File: src/rtl/uart_tx_frame.sv
// uart_tx_frame: UART transmitter framing one data word per frame.
// One-entry holding register in front of a shift register, LSB first, with
// start bit, DATA_WIDTH data bits, optional parity bit and STOP_BITS stop bits.
// Optional parity is compiled in with the macro UART_TX_PARITY_EN.
module uart_tx_frame #(
    parameter int unsigned DATA_WIDTH = 8,
    parameter int unsigned STOP_BITS  = 1
) (
    input  logic                  clock,
    input  logic                  rst,
    input  logic                  baud_tick,
    input  logic [DATA_WIDTH-1:0] data_in,
    input  logic                  data_valid,
    input  logic                  parity_odd,
    output logic                  data_ready,
    output logic                  tx_out,
    output logic                  busy,
    output logic                  done
);

    localparam int unsigned CNT_W = $clog2(DATA_WIDTH);

    localparam logic [2:0] S_IDLE   = 3'd0;
    localparam logic [2:0] S_START  = 3'd1;
    localparam logic [2:0] S_DATA   = 3'd2;
`ifdef UART_TX_PARITY_EN
    localparam logic [2:0] S_PARITY = 3'd3;
`endif
    localparam logic [2:0] S_STOP   = 3'd4;

    logic [2:0]            state_q, state_d;
    logic                  tx_q, tx_d;
    logic                  busy_q, busy_d;
    logic                  done_q, done_d;
    logic                  ready_q, ready_d;
    logic                  hold_full_q, hold_full_d;
    logic [DATA_WIDTH-1:0] hold_q, hold_d;
    logic [DATA_WIDTH-1:0] shift_q, shift_d;
    logic [CNT_W-1:0]      bit_cnt_q, bit_cnt_d;
    logic [0:0]            stop_cnt_q, stop_cnt_d;
    logic                  load_c;
    logic                  accept_c;

`ifdef UART_TX_PARITY_EN
    logic                  hold_odd_q, hold_odd_d;
    logic                  par_bit_q, par_bit_d;
`else
    // Parity select has no function without the parity stage.
    logic                  unused_parity_odd;
    assign unused_parity_odd = parity_odd;
`endif

    // Next-state, holding-register and serial-line logic.
    always_comb begin
        state_d     = state_q;
        tx_d        = tx_q;
        done_d      = 1'b0;
        hold_full_d = hold_full_q;
        hold_d      = hold_q;
        shift_d     = shift_q;
        bit_cnt_d   = bit_cnt_q;
        stop_cnt_d  = stop_cnt_q;
        load_c      = 1'b0;
        accept_c    = data_valid && ready_q;
`ifdef UART_TX_PARITY_EN
        hold_odd_d  = hold_odd_q;
        par_bit_d   = par_bit_q;
`endif

        if (baud_tick) begin
            case (state_q)
                S_IDLE: begin
                    if (hold_full_q) begin
                        load_c = 1'b1;
                    end
                end
                S_START: begin
                    state_d   = S_DATA;
                    tx_d      = shift_q[0];
                    shift_d   = shift_q >> 1;
                    bit_cnt_d = '0;
                end
                S_DATA: begin
                    if (bit_cnt_q == CNT_W'(DATA_WIDTH - 1)) begin
`ifdef UART_TX_PARITY_EN
                        state_d = S_PARITY;
                        tx_d    = par_bit_q;
`else
                        state_d = S_STOP;
                        tx_d    = 1'b1;
`endif
                        stop_cnt_d = '0;
                    end else begin
                        bit_cnt_d = bit_cnt_q + CNT_W'(1);
                        tx_d      = shift_q[0];
                        shift_d   = shift_q >> 1;
                    end
                end
`ifdef UART_TX_PARITY_EN
                S_PARITY: begin
                    state_d    = S_STOP;
                    tx_d       = 1'b1;
                    stop_cnt_d = '0;
                end
`endif
                S_STOP: begin
                    if (stop_cnt_q == 1'(STOP_BITS - 1)) begin
                        done_d = 1'b1;
                        if (hold_full_q) begin
                            load_c = 1'b1;
                        end else begin
                            state_d = S_IDLE;
                            tx_d    = 1'b1;
                        end
                    end else begin
                        stop_cnt_d = stop_cnt_q + 1'b1;
                    end
                end
                default: begin
                    state_d = S_IDLE;
                    tx_d    = 1'b1;
                end
            endcase
        end

        // Move the held word into the shifter and emit the start bit.
        if (load_c) begin
            state_d     = S_START;
            tx_d        = 1'b0;
            shift_d     = hold_q;
            hold_full_d = 1'b0;
`ifdef UART_TX_PARITY_EN
            par_bit_d   = (^hold_q) ^ hold_odd_q;
`endif
        end

        // A load needs hold_full, an accept needs it clear, so they never collide.
        if (accept_c) begin
            hold_full_d = 1'b1;
            hold_d      = data_in;
`ifdef UART_TX_PARITY_EN
            hold_odd_d  = parity_odd;
`endif
        end

        ready_d = ~hold_full_d;
        busy_d  = (state_d != S_IDLE);
    end

    // State and output registers with asynchronous abort.
    always_ff @(posedge clock or negedge rst) begin
        if (!rst) begin
            state_q     <= S_IDLE;
            tx_q        <= 1'b1;
            busy_q      <= 1'b0;
            done_q      <= 1'b0;
            ready_q     <= 1'b1;
            hold_full_q <= 1'b0;
            hold_q      <= '0;
            shift_q     <= '0;
            bit_cnt_q   <= '0;
            stop_cnt_q  <= '0;
`ifdef UART_TX_PARITY_EN
            hold_odd_q  <= 1'b0;
            par_bit_q   <= 1'b0;
`endif
        end else begin
            state_q     <= state_d;
            tx_q        <= tx_d;
            busy_q      <= busy_d;
            done_q      <= done_d;
            ready_q     <= ready_d;
            hold_full_q <= hold_full_d;
            hold_q      <= hold_d;
            shift_q     <= shift_d;
            bit_cnt_q   <= bit_cnt_d;
            stop_cnt_q  <= stop_cnt_d;
`ifdef UART_TX_PARITY_EN
            hold_odd_q  <= hold_odd_d;
            par_bit_q   <= par_bit_d;
`endif
        end
    end

    assign data_ready = ready_q;
    assign tx_out     = tx_q;
    assign busy       = busy_q;
    assign done       = done_q;

endmodule
File: config.mk
export PLATFORM = sky130hd
export DESIGN_NAME = uart_tx_frame
export DESIGN_NICKNAME = d
export VERILOG_FILES = /design/src/rtl/uart_tx_frame.sv
export SDC_FILE = /design/constraint.sdc
export NUM_CORES = 1
export LEC_CHECK = 0
export CAP_MARGIN = 20
export CORE_AREA = 2 2 55 57
export DETAILED_ROUTE_END_ITERATION = 10
export DIE_AREA = 0 0 57 59
export GPL_TIMING_DRIVEN = 1
export PLACE_DENSITY = 0.73
export SYNTH_ARGS = -nofsm -noshare
export SYNTH_HDL_FRONTEND = slang
export SYNTH_SLANG_ARGS = --single-unit
File: constraint.sdc
create_clock -name clock -period 1.9 [get_ports clock]
set_clock_uncertainty 0.15 [all_clocks]
set_input_delay 0.285 -clock clock [delete_from_list [all_inputs] [get_ports clock]]
set_output_delay 0.285 -clock clock [all_outputs]
set_load 0.1 [all_outputs]
## After elaboration in Yosys (flattened, before gate mapping)

Index checks and enable logic that the tools add are counted.

| cells by class | value |
|---|---|
| add/sub/neg operators | 2 |
| equal/unequal tests | 10 |
| mux-type cells | 30 |
| bitwise operators | 1 |
| reductions and logical operators | 11 |

Operators by type and width:

| kind | count |
|---|---|
| $mux 8 | 3 |
| $mux 3 | 6 |
| $pmux 8 s2 | 1 |
| $mux 1 | 15 |
| $pmux 3 s4 | 1 |
| $ne 3x3->1 const B | 3 |
| $reduce_and 3->1 | 3 |
| $eq 3x3->1 const B | 2 |
| $ne 2x2->1 const B | 3 |
| $pmux 3 s2 | 1 |
| $reduce_bool 2->1 | 3 |
| $reduce_bool 3->1 | 2 |
| $pmux 1 s2 | 2 |
| $pmux 1 s4 | 1 |
| $reduce_and 4->1 | 1 |
| $add 3x1->3 const B | 1 |
| $eq 3x1->1 const B | 1 |
| $eq 3x2->1 const B | 1 |
| $logic_not 3->1 | 1 |
| $add 1x1->1 const B | 1 |
| $logic_and 1x1->1 | 1 |
| $not 1->1 | 1 |

| storage, ports and cells | value |
|---|---|
| bits in registers | 28 |

## Longest topological paths before layout

| depth | value |
|---|---|
| word-level depth | 7 |
| depth in mapped cells | 6 |

## Least setup slack after synthesis

Ideal clock, no wire load.

| path | value |
|---|---|
| path type | reg-to-reg |
| start point | register bit_cnt_q[0] |
| end point | register shift_q[0] |
| setup time | 0.125 ns |
| arrival | 1.723 ns |
| required time | 1.625 ns |
| path slack | -0.098 ns |
| stages on the path, launching flop included | 7 |
| cells stage by stage | dfrtp_1 -> ha_1 -> ha_1 -> nor4b_1 -> o31a_1 -> buf_6 -> mux2_4 |

| between the ends | value |
|---|---|
| word-level cells in the longest chain between the ends | 3 |

Ends and longest elaborated chain:

| element | RTL line | RTL |
|---|---|---|
| from (decl) | 39 | `logic [CNT_W-1:0] bit_cnt_q, bit_cnt_d;` |
| from (signal assigned) | 176 | `bit_cnt_q <= bit_cnt_d;` |
| $eq 3x3->1 | 84 | `if (bit_cnt_q == CNT_W'(DATA_WIDTH - 1)) begin` |
| $ne 3x3->1 (no line) | n/a |  |
| $reduce_and 3->1 (no line) | n/a |  |
| to (signal assigned) | 175 | `shift_q <= shift_d;` |
| to (decl) | 38 | `logic [DATA_WIDTH-1:0] shift_q, shift_d;` |

No other way between the ends.
A chain may end at the register's enable or synchronous reset.

## Final worst setup path

| path | value |
|---|---|
| start point | register bit_cnt_q[0] |
| end point | register shift_q[6] |

Same word-level chain as after synthesis.

==> results.json <==
{
  "status": "finished, violations left",
  "violations": "setup timing",
  "cts_buffer_depth": 2,
  "syn_inst": 100,
  "fmax_ghz": 0.518,
  "drv_slew": 0,
  "async_flop_share": 1.00,
  "reg2reg_depth": 6,
  "hp-class": "input pin to asynchronous set/reset pin",
  "yosys-top-cells-area": "dfrtp_1 (48%), mux2_2 (9.5%), mux2_4 (8.1%), dfstp_2 (4.1%), mux2_1 (3.5%)",
  "antennaDiodeCount": 0,
  "r2r-end": "shift_q[6]$_DFFE_PN0P_",
  "clock_latency_ps": 320,
  "antenna_found_initial": 0,
  "start_util": 0.479,
  "firstDrtPassIters": 3,
  "clk_pin_slew_ps": 140,
  "crit_start": "bit_cnt_q[0]$_DFFE_PN0P_",
  "fp.dieW_um": 57,
  "wire_per_inst_um": 13.0,
  "p_sw_frac": 0.359,
  "netlist.area_leader.share": 0.482,
  "worst_slew_pin_slew_ps": 378,
  "fin_area_um2": 1640,
  "grt_pass1_wl_mm": 3.71,
  "synth_common_cells": "dfrtp_1 (25), mux2_2 (11), mux2_4 (7)",
  "multi_input_area_um2": 587,
  "critPathCaptureType": "register",
  "synth_edf_count": 0,
  "drtAntennaViolNets": 0,
  "rrSetupSlack_ps": -30,
  "grt_max_degree": 28,
  "fin_crit_sh": 1.02,
  "ys.flop_type": "dfrtp_1",
  "final_hold_viol_count": 0,
  "p_int_mw": 1.68,
  "p_total_mw": 2.62,
  "cts_tree": "yes",
  "slew_headroom": 0.747,
  "rsz0062_at_grt": "true",
  "period_needed_ps": 1930,
  "yosys_warnings": 0,
  "fin_util": 0.604,
  "arrival_ps": 2000,
  "ios": 17,
  "nets": 141,
  "postCtsHoldBufs": 0,
  "grt.total_usage": 0.143,
  "synth.largest_area_cell": "dfrtp_1",
  "drtIter0Drc": 9,
  "power_leakage_nw": 0.732,
  "grt_pass1_vias": 860,
  "combPwrFrac": 0.527,
  "synth.most_common_cell": "dfrtp_1",
  "worstReg2RegStart": "bit_cnt_q[0]$_DFFE_PN0P_",
  "core.rowCount": 19,
  "critical_path.startpoint_type": "register",
  "vias": 825,
  "area_growth_pct": 26.2,
  "die_h_um": 59,
  "die-area_um2": 3360,
  "cts_buffers": 3,
  "power_frac_seq": 0.380,
  "switching_power_mw": 0.940,
  "finalWeightedCongestion": 0.695,
  "dpl-instance-area_um2": 1580,
  "clock-root-buffer": "clkbuf_4",
  "cap_violations": 0,
  "drive_gt1_frac": 0.352,
  "cp.required_ps": 1970,
  "crit_type": "register to register",
  "syn-num-nets": 115,
  "pre_cts_ws_ps": -253,
  "ys_seq_elements": 27,
  "dp_hpwl_mm": 1.47,
  "syn_area_um2": 1300,
  "portBuffers": 15,
  "fillerInstances": 229,
  "ys_seq_area_frac": 0.523,
  "final-setup-viol-count": 8,
  "synth.distinct_cells": 31,
  "coreArea_um2": 2710,
  "htree_levels": 1,
  "drc": 0,
  "clock_sinks": 27,
  "avgSynthCellArea_um2": 13.0,
  "ff_latch_area_um2": 678,
  "tns_ps": -211,
  "p_per_area_nw_per_um2": 1600,
  "cp-endpoint": "shift_q[6]$_DFFE_PN0P_",
  "grt-ovfl-total": 0,
  "finalWirelength_mm": 2.03,
  "worst_slack_ps": -31.6,
  "clock_power_share": 0.092,
  "path_max_fanout": 8,
  "ir_worst_vdd_v": 0.00109,
  "via_per_inst": 5.29
}
cells in the final DEF, fill, tap and decap left out, types with 2 or more instances in the layout:
cell type	Yosys	layout
mux2_1	4	4
nand2b_1	2	2
dfrtp_1	25	25
dfstp_2	2	2
nand2_1	6	6
o21bai_1	2	2
buf_4	1	10
a21o_1	2	2
buf_12	0	5
clkbuf_4	0	3
mux2_4	7	7
mux2_2	11	11
mux2i_1	2	2
clkdlybuf4s50_1	0	11
inv_1	6	6
nor2_1	2	2
o21ai_0	6	6
nor3b_1	3	3
cells by family after synthesis:
logic type,count (synthesis),share of synthesized area
muxes,24,0.227
adders and majority gates,2,0.0193
and+or+nand+nor,21,0.0993
buffers and inverters,11,0.0482
AOI/OAI and AO/OA,15,0.0839
DFF,27,0.523
through the flow:
stage | hold WS (ps) | std cells
6_report | 167 | 156
2_1_floorplan | -161 | 100
3_3_place_gp | 311 | 150
3_5_place_dp | 328 | 150
4_1_cts | 178 | 154
5_1_grt | 185 | 156
critical path, stage by stage, from the launching register on:
cell     delay (ps)
dfrtp_1         410
ha_2            200
ha_4            170
nor4b_4         270
o31a_1          200
buf_12          140
mux2_4          290
flip-flops by register name, summed over array words and instances (netlist names):
signal / count
hold_q: 8
shift_q: 8
bit_cnt_q: 3
state_q: 3
busy: 1
data_ready: 1
done: 1
hold_full_q: 1
tx_out: 1
worst min-delay path by stage:
stage / startpoint / endpoint / slack (ps) / cells after the start
final: rst / done$_DFF_PN0_ / 170 / 2
after global routing: rst / bit_cnt_q[1]$_DFFE_PN0P_ / 190 / 2
after CTS: rst / busy$_DFF_PN0_ / 180 / 2
after detailed placement: hold_q[7]$_DFFE_PN0P_ / shift_q[7]$_DFFE_PN0P_ / 330 / 2
after global placement: hold_q[7]$_DFFE_PN0P_ / shift_q[7]$_DFFE_PN0P_ / 310 / 2
after floorplan: rst / bit_cnt_q[0]$_DFFE_PN0P_ / -160 / 0
layout make-up:
type,count,area share
Timing Repair Buffer,26,0.174
Clock buffer,4,0.0160
Sequential cell,27,0.414
Tap cell,31,0.0237
Multi-Input combinational cell,62,0.358
Inverter,6,0.0138
per-layer routing:
metal	share of wire	routed length, um	global-route usage	vias to the layer above
met5	0	0	0	-
met4	0.020	41	0.0831	0
met3	0.029	58	0.0197	4
met2	0.51	1030	0.246	12
met1	0.44	904	0.172	406
li1	-	-	-	403
what timing repair did:
| item | in CTS | in global routing |
|---|---|---|
| buffers inserted | 0 | 2 |
| pin swaps | 2 | 1 |
| endpoints found under the hold margin | 0 | 0 |
| gates resized for setup | 2 | 0 |
| gates cloned | 0 | 0 |
| endpoints found under the setup margin | 9 | 9 |
power by group through the flow:
| stage | Sequential (mW) | Combinational (mW) | Clock [mW] |
|---|---|---|---|
| 2_1_floorplan | 1.20 | 0.791 | 0 |
| 3_3_place_gp | 1.00 | 1.32 | 0 |
| 3_5_place_dp | 1.01 | 1.36 | 0 |
| 4_1_cts | 1.00 | 1.38 | 0.255 |
| 5_1_grt | 1.04 | 1.49 | 0.271 |
| 6_report | 0.998 | 1.38 | 0.242 |
(Power assumes the default switching activity.)
